$ cat config.mk
export PLATFORM = sky130hd
export DESIGN_NAME = dom_shared_sqscmul_gf2
export DESIGN_NICKNAME = d
export VERILOG_FILES = /design/src/rtl/dom_shared_sqscmul_gf2.sv
export SDC_FILE = /design/constraint.sdc
export NUM_CORES = 1
export LEC_CHECK = 0
export ABC_AREA = 1
export CORE_UTILIZATION = 35
export CTS_BUF_LIST = sky130_fd_sc_hd__clkbuf_2 sky130_fd_sc_hd__clkbuf_4 sky130_fd_sc_hd__clkbuf_8
export CTS_CLUSTER_SIZE = 30
export DETAILED_ROUTE_END_ITERATION = 6
export GPL_ROUTABILITY_DRIVEN = 0
export HOLD_SLACK_MARGIN = 0.06
export PLACE_DENSITY = 0.63
export SKIP_CTS_REPAIR_TIMING = 1
export SYNTH_ARGS = -nofsm -noshare
export SYNTH_HDL_FRONTEND = slang
export SYNTH_SLANG_ARGS = --single-unit
$ cat constraint.sdc
create_clock -name ClkxCI -period 0.8 [get_ports ClkxCI]
set_input_delay 0.16 -clock ClkxCI [delete_from_list [all_inputs] [get_ports ClkxCI]]
set_output_delay 0.16 -clock ClkxCI [all_outputs]
set_load 0.01 [all_outputs]
$ cat src/rtl/dom_shared_sqscmul_gf2.sv
// rtl/dom_shared_sqscmul_gf2.sv - DOM-masked GF(2^2) square-scale-multiply, Q = sqsc(X^Y) ^ X*Y
//
// Sits in the GF(2^4) inverter of the Canright masked AES S-box. Normal basis (W^2,W):
// bit1 = coefficient of W^2, bit0 = coefficient of W, nu = W^2 = W+1.
//
// Ports:
//   ClkxCI  - clock, rising edge
//   RstxBI  - asynchronous active-low reset, clears every register
//   _XxDI   - X shares, share i at [2i+1:2i]
//   _YxDI   - Y shares, same packing
//   _ZxDI   - fresh randomness, one 2-bit element per share pair (i<j), pair k at [2k+1:2k]
//   _BxDI   - fresh ring-refresh masks, B_i at [2i+1:2i]
//   _QxDO   - Q shares, same packing; only the XOR of all shares is meaningful
module dom_shared_sqscmul_gf2 #(
  parameter int PIPELINED                = 1,
  parameter int FIRST_ORDER_OPTIMIZATION = 1,
  parameter int SHARES                   = 2
) (
  input  logic                         ClkxCI,
  input  logic                         RstxBI,
  input  logic [2*SHARES-1:0]          _XxDI,
  input  logic [2*SHARES-1:0]          _YxDI,
  input  logic [SHARES*(SHARES-1)-1:0] _ZxDI,
  input  logic [2*SHARES-1:0]          _BxDI,
  output logic [2*SHARES-1:0]          _QxDO
);

  // Off-diagonal (i != j) cross terms only, so no storage is wasted on the diagonal.
  localparam int NCROSS = SHARES * (SHARES - 1);

  function automatic logic [1:0] gf4_mul(input logic [1:0] a, input logic [1:0] b);
    logic e;
    e = (a[1] ^ a[0]) & (b[1] ^ b[0]);
    return {(a[1] & b[1]) ^ e, (a[0] & b[0]) ^ e};
  endfunction

  // Square followed by scaling with nu; linear, so it can be applied share-wise.
  function automatic logic [1:0] gf4_sqsc(input logic [1:0] a);
    return {a[1], a[1] ^ a[0]};
  endfunction

  // Index of the unordered pair {i,j} in the (0,1),(0,2)..(1,2).. ordering of _ZxDI.
  function automatic int pair_idx(input int i, input int j);
    int lo;
    int hi;
    lo = (i < j) ? i : j;
    hi = (i < j) ? j : i;
    return (lo * (2 * SHARES - lo - 1)) / 2 + (hi - lo - 1);
  endfunction

  // Slot of ordered cross term (i,j), i != j, in the packed cross-term vectors.
  function automatic int cross_idx(input int i, input int j);
    return i * (SHARES - 1) + ((j < i) ? j : j - 1);
  endfunction

  logic [2*NCROSS-1:0] cross_d, cross_q;
  logic [2*SHARES-1:0] inner_d, inner_q;
  logic [2*SHARES-1:0] sqsc_d, sqsc_q;
  logic [2*SHARES-1:0] inner_sel, sqsc_sel;

  always_comb begin
    logic [1:0] xi;
    logic [1:0] yi;
    logic [1:0] s;
    cross_d = '0;
    inner_d = '0;
    sqsc_d  = '0;
    for (int i = 0; i < SHARES; i++) begin
      xi = _XxDI[2*i +: 2];
      yi = _YxDI[2*i +: 2];
      s  = gf4_sqsc(xi ^ yi);
      sqsc_d[2*i +: 2] = s;
      // Ring refresh: B_i enters share i and share i-1, so it cancels on recombination.
      inner_d[2*i +: 2] = gf4_mul(xi, yi) ^ _BxDI[2*i +: 2] ^ _BxDI[2*((i + 1) % SHARES) +: 2]
                          ^ ((FIRST_ORDER_OPTIMIZATION != 0) ? s : 2'b00);
      for (int j = 0; j < SHARES; j++) begin
        if (j != i) begin
          // Z_k is used in both C_ij and C_ji, so it cancels in the recombined Q.
          cross_d[2*cross_idx(i, j) +: 2] = gf4_mul(xi, _YxDI[2*j +: 2]) ^ _ZxDI[2*pair_idx(i, j) +: 2];
        end
      end
    end
  end

  // Cross-domain terms always pass a register before recombination (glitch barrier).
  // Inner and sqsc registers are only consumed when the configuration selects them.
  always_ff @(posedge ClkxCI or negedge RstxBI) begin
    if (!RstxBI) begin
      cross_q <= '0;
      inner_q <= '0;
      sqsc_q  <= '0;
    end else begin
      cross_q <= cross_d;
      inner_q <= inner_d;
      sqsc_q  <= sqsc_d;
    end
  end

  assign inner_sel = (PIPELINED != 0) ? inner_q : inner_d;
  assign sqsc_sel  = (FIRST_ORDER_OPTIMIZATION != 0) ? '0 :
                     ((PIPELINED != 0) ? sqsc_q : sqsc_d);

  always_comb begin
    logic [1:0] acc;
    _QxDO = '0;
    for (int i = 0; i < SHARES; i++) begin
      acc = inner_sel[2*i +: 2] ^ sqsc_sel[2*i +: 2];
      for (int j = 0; j < SHARES; j++) begin
        if (j != i) begin
          acc = acc ^ cross_q[2*cross_idx(i, j) +: 2];
        end
      end
      _QxDO[2*i +: 2] = acc;
    end
  end

endmodule

==> metrics.md, run 1 <==
| Metric | Value |
|---|---|
| Status | `finished, violations left` |
| Failing checks | `negative setup slack` |
| Starting Density | `37.1%` |
| Pre-antenna DRT Iters | `2` |
| Post-synth top flop | `dfrtp_1` |
| # fillers | `204` |
| CP arrival | `0.92 ns` |
| Max-slew violations | `0` |
| Leakage power | `0.636 nW` |
| Main combinational cell family by area after synthesis | `XOR/XNOR gates` |
| Post-Syn Area | `728 um2` |
| VDD IR max | `0.647 mV` |
| Max FO, Critical Path | `1` |
| Initial antenna violation count | `0` |
| Antenna Violating Nets Remaining | `0` |
| # port buffers | `19` |
| Total CTS buffers | `3` |
| Core area | `0.00196 mm2` |
| Die Area | `0.00227 mm2` |
| Critical Path RT | `0.64 ns` |
| First DRT Iteration DRCs | `4` |
| CP Class | `reg -> out` |
| Die X | `47.6 um` |
| Seq/Total Area, Yosys | `27.5%` |
| Actual slew at the worst max-slew pin | `0.328 ns` |
| Die height | `47.6 um` |
| GR Util All Layers | `12.6%` |
| Number of synthesized flops with an enable pin | `0` |
| Total of max-cap violations | `0` |
| Per-cell routed wire length | `8.63 um` |
| Crit path time final | `1.08 ns` |
| # setup viols final | `7` |
| Fin util | `58.0%` |
| Clock tree buffer depth | `2` |
| Layout cells sized above 1 | `39.8%` |
| Ys async rst share | `100%` |
| I/O pin cnt | `20` |
| Ant diodes | `0` |
| H-tree depth | `1` |
| CTS tree | `yes` |
| Simple-gate share of the synthesized area | `25.9%` |
| Worst slack, placed | `-0.736 ns` |
| Crit end category | `output pin` |
| PD cells | `1370 mW/mm2` |
| Period utilization | `135%` |
| Hold Slack | `0.179 ns` |
| # rows | `16` |
| Area Overhead vs Synth | `56.4%` |
| Synth area leaders | `dfrtp_1, xor2_1, nand2_1` |
| Final setup margin | `-0.277 ns` |
| Yosys top cell by area | `dfrtp_1` |
| Vias/cell | `4.13` |
| Clk root buf | `clkbuf_4` |
| FF+latch count, synth | `8` |
| Distinct cells, synth | `8` |
| Compound-Gate Fraction of Synth Area | `0%` |
| Worst slew margin | `78.0%` |
| Final Hold Violating Endpoints | `0` |
| Mapped Nets | `124` |
| Synth Area in Adders | `6.87%` |
| Detail Placement HPWL | `1.11 mm` |
| # placed instances | `157` |
| Overall routed net length | `1.38 mm` |
| Routed vias | `661` |
| Mapped Cells | `104` |
| RSZ-0062 raised after global routing | `true` |
| Final non-filler cell total | `160` |
| Mean post-synth cell area | `7.00 um2` |
| Sink Count | `8` |
| GRT overflow | `0` |
| Synth top area share | `27.5%` |
| Max Fclk | `929 MHz` |
| Pin count of the biggest net entering global routing | `9` |
| First-pass GRT wire length | `1.97 mm` |
| Synth Area in XOR/XNOR | `28.9%` |
| DRC | `0` |
| Worst hold path class | `in -> async` |
| Vias in the first global route | `512` |
| Syn. warnings | `0` |
| Multiplexer share of the synthesized area | `0%` |
| Cell with the most instances after synthesis | `nand2_1` |
| Critical path launch point type | `register` |
| Clk slew on worst S/H paths | `0.05 ns` |
| Top post-synthesis cells by count | `nand2_1, inv_1, xor2_1` |
| Post-layout net count | `155` |
[placed cells by master, fill, tap and decap left out, drive strengths merged]
cell type,instances
nand3b,2
xnor2,5
dlymetal6s2s,6
nand3,4
inv,21
buf,16
clkdlybuf4s50,1
dfrtp,8
ha,4
nand2,41
clkbuf,6
xor2,19
[flip-flops by register name, indices dropped and copies added, names as in the netlist]
name	count
cross_q	4
inner_q	4
[final cells by class]
class | count | area (um2) | share of cell area (%)
Multi-Input combinational cell | 75 | 559 | 49.1
Tap cell | 27 | 33.8 | 2.97
Clock buffer | 3 | 22.5 | 1.98
Sequential cell | 8 | 200 | 17.6
Inverter | 21 | 78.8 | 6.92
Timing Repair Buffer | 26 | 244 | 21.4
[worst max-delay path by stage]
stage / from / to / slack (ns) / cells after the start
4_1_cts: cross_q[3]$_DFF_PN0_ / _QxDO[3] / -0.72 / 2
3_5_place_dp: _YxDI[3] / inner_q[3]$_DFF_PN0_ / -0.74 / 6
2_1_floorplan: _XxDI[1] / inner_q[0]$_DFF_PN0_ / -0.13 / 10
5_1_grt: inner_q[1]$_DFF_PN0_ / _QxDO[1] / -0.33 / 2
6_report: inner_q[3]$_DFF_PN0_ / _QxDO[3] / -0.28 / 2
3_3_place_gp: _YxDI[3] / inner_q[3]$_DFF_PN0_ / -0.72 / 6
[metrics by stage]
| step | power (mW) | cell area, um2 | TNS (ns) |
|---|---|---|---|
| 6_report | 1.56 | 1140 | -1.12 |
| 5_1_grt | 1.71 | 1140 | -1.63 |
| 4_1_cts | 1.63 | 1070 | -6.00 |
| 3_5_place_dp | 1.32 | 1040 | -7.03 |
| 3_3_place_gp | 1.30 | 1040 | -6.91 |
| 2_1_floorplan | 0.957 | 768 | -0.391 |
[routing by layer]
metal	up-vias	part of all wire, %	GRT usage, %
met5	-	0	0
met4	0	0	8.33
met3	0	3.2	2.26
met2	16	58	20.8
met1	289	39	14.9
li1	356	-	-
[cells by family (layout without fill, tap and decap cells)]
group / Yosys count / in the layout
XOR/XNOR: 24 / 24
buffers and inverters: 21 / 50
flip-flops: 8 / 8
adder cells (fa/ha/maj): 4 / 4
AND/OR/NAND/NOR: 47 / 47
[worst max-delay path, cell delays in order, from the launching register on]
cell and delay [ns]:
dfrtp_1 0.37, xor2_1 0.15, buf_2 0.15
[power by group]
part,switching (mW),internal [mW],leakage (nW)
clock network,0.113,0.170,0.0138
logic,0.381,0.371,0.529
registers,0.0365,0.493,0.0932
total,0.530,1.03,0.636
Note: power is estimated with default switching activity, not from simulation.
==> inputs of run 2 (changes only) <==
--- a/config.mk
+++ b/config.mk
@@ -6,13 +6,13 @@
 export NUM_CORES = 1
 export LEC_CHECK = 0
 export ABC_AREA = 1
-export CORE_UTILIZATION = 35
+export CORE_UTILIZATION = 49
 export CTS_BUF_LIST = sky130_fd_sc_hd__clkbuf_2 sky130_fd_sc_hd__clkbuf_4 sky130_fd_sc_hd__clkbuf_8
 export CTS_CLUSTER_SIZE = 30
 export DETAILED_ROUTE_END_ITERATION = 6
 export GPL_ROUTABILITY_DRIVEN = 0
 export HOLD_SLACK_MARGIN = 0.06
-export PLACE_DENSITY = 0.63
+export PLACE_DENSITY = 0.83
 export SKIP_CTS_REPAIR_TIMING = 1
 export SYNTH_ARGS = -nofsm -noshare
 export SYNTH_HDL_FRONTEND = slang
==> run 2 against run 1 <==
Compared with the run above: the run still ends with negative setup slack left; sequential power about the same; hold slack worse by 0.013 ns; worst setup slack lost 0.0099 ns; via count is 11% higher; final cell count shrank 7.5%; flip-flop and latch count stayed put; sequential share of layout area is 0.34 points lower; die area shrank 27%; wire length increased by 35%; non-clock buffer count unchanged; critical endpoint unchanged; largest cell class unchanged; largest power group unchanged.
==> metrics.md, run 2 (synthesized netlist as in run 1, its figures left out) <==
| Metric | Value |
|---|---|
| Initial antenna violation count | `0 (unchanged)` |
| First DRT Iteration DRCs | `8 (was 4)` |
| Crit path time final | `1.09 ns (was 1.08 ns)` |
| Antenna Violating Nets Remaining | `0 (unchanged)` |
| Actual slew at the worst max-slew pin | `0.327 ns (was 0.328 ns)` |
| Placed Area | `0.00102 mm2 (was 0.00104 mm2)` |
| Vias in the first global route | `562 (was 512)` |
| Critical Path RT | `0.64 ns (about the same)` |
| Layout cells sized above 1 | `42.9% (was 39.8%)` |
| Most common cell after layout, fill and taps aside | `nand2_1 (unchanged)` |
| Worst slew margin | `78.1% (was 78.0%)` |
| VDD IR max | `0.772 mV (was 0.647 mV)` |
| Crit end category | `output pin (unchanged)` |
| Detail Placement HPWL | `1.16 mm (was 1.11 mm)` |
| Most frequent cells in the layout | `nand2_1, nand2_2, xor2_1 (was nand2_1, xor2_1, nand2_2)` |
| Final non-filler cell total | `148 (was 160)` |
| GR Util All Layers | `19.3% (was 12.6%)` |
| Sink Count | `8 (unchanged)` |
| Starting Density | `54.6% (was 37.1%)` |
| Status | `finished, violations left (unchanged)` |
| Area Overhead vs Synth | `59.4% (was 56.4%)` |
| PD cells | `1440 mW/mm2 (was 1370 mW/mm2)` |
| Routed vias | `735 (was 661)` |
| Pre-antenna DRT Iters | `4 (was 2)` |
| Period utilization | `136% (was 135%)` |
| Clk slew on worst S/H paths | `0.05 ns (about the same)` |
| Post-route cell area | `0.00116 mm2 (was 0.00114 mm2)` |
| # placed instances | `144 (was 157)` |
| CP Class | `reg -> out (unchanged)` |
| Die X | `40.6 um (was 47.6 um)` |
| First-pass GRT wire length | `2.15 mm (was 1.97 mm)` |
| H-tree depth | `1 (unchanged)` |
| Vias/cell | `4.97 (was 4.13)` |
| # rows | `13 (was 16)` |
| Leakage power | `0.643 nW (was 0.636 nW)` |
| Clock tree buffer depth | `2 (unchanged)` |
| Total Neg Setup Slack | `-1.49 ns (was -1.12 ns)` |
| # port buffers | `19 (unchanged)` |
| Hold Slack | `0.166 ns (was 0.179 ns)` |
| Failing checks | `negative setup slack (unchanged)` |
| Tot Pwr | `1.67 mW (was 1.56 mW)` |
| Pin count of the biggest net entering global routing | `9 (unchanged)` |
| Die Area | `0.00164 mm2 (was 0.00227 mm2)` |
| Overall routed net length | `1.86 mm (was 1.38 mm)` |
| I/O pin cnt | `20 (unchanged)` |
| Final Hold Violating Endpoints | `0 (unchanged)` |
| Worst hold path class | `in -> async (unchanged)` |
| Total CTS buffers | `3 (unchanged)` |
| Total of max-cap violations | `0 (unchanged)` |
| Critical path launch point type | `register (unchanged)` |
| RSZ-0062 raised after global routing | `true (unchanged)` |
| Top Registers | `cross_q x4, inner_q x4 (unchanged)` |
| DRC | `0 (unchanged)` |
| CTS tree | `yes (unchanged)` |
| # setup viols final | `8 (was 7)` |
| Ant diodes | `0 (unchanged)` |
| Max FO, Critical Path | `1 (unchanged)` |
| Max-slew violations | `0 (unchanged)` |
| Worst slack, placed | `-0.754 ns (was -0.736 ns)` |
| Clk root buf | `clkbuf_4 (unchanged)` |
| Final setup margin | `-0.286 ns (was -0.277 ns)` |
| CP arrival | `0.93 ns (was 0.92 ns)` |
| Per-cell routed wire length | `12.6 um (was 8.63 um)` |
| Fin util | `87.1% (was 58.0%)` |
| Die height | `40.6 um (was 47.6 um)` |
| Post-layout net count | `155 (unchanged)` |
| GRT overflow | `0 (unchanged)` |
| Max Fclk | `920 MHz (was 929 MHz)` |
| Core area | `0.00133 mm2 (was 0.00196 mm2)` |
[run 2: per-layer routing]
metal	vias to the layer above	routed length, um	global-route usage [%]
li1	360	-	-
met1	338	709	21.2
met2	26	975	36.9
met3	11	82	1.67
met4	0	95	7.50
met5	-	0	0
[run 2: power by group]
group | internal, mW | switching (mW) | total (mW)
registers | 0.493 | 0.0377 | 0.531
clock network | 0.171 | 0.132 | 0.303
logic | 0.403 | 0.433 | 0.837
total | 1.07 | 0.603 | 1.67
[run 2: worst max-delay path by stage]
stage                                     from                    to  depth (start not counted)
final                     cross_q[3]$_DFF_PN0_              _QxDO[3]                          2
after global routing      inner_q[1]$_DFF_PN0_              _QxDO[1]                          2
after CTS                 cross_q[3]$_DFF_PN0_              _QxDO[3]                          2
after detailed placement              _YxDI[3]  inner_q[3]$_DFF_PN0_                          6
after global placement                _YxDI[3]  inner_q[3]$_DFF_PN0_                          6
after floorplan                       _XxDI[1]  inner_q[0]$_DFF_PN0_                         10
[run 2: area by class of cell]
type	instances	area [um2]
timing repair buffer	26	259
sequential	8	200
fill	69	173
tap	15	18.8
multi-input combinational	75	582
inverter	21	78.8
clock buffer	3	22.5
[run 2: worst max-delay path, stage by stage (launching register included)]
cell     delay (ns)
dfrtp_1        0.36
xor2_1         0.15
buf_2          0.15
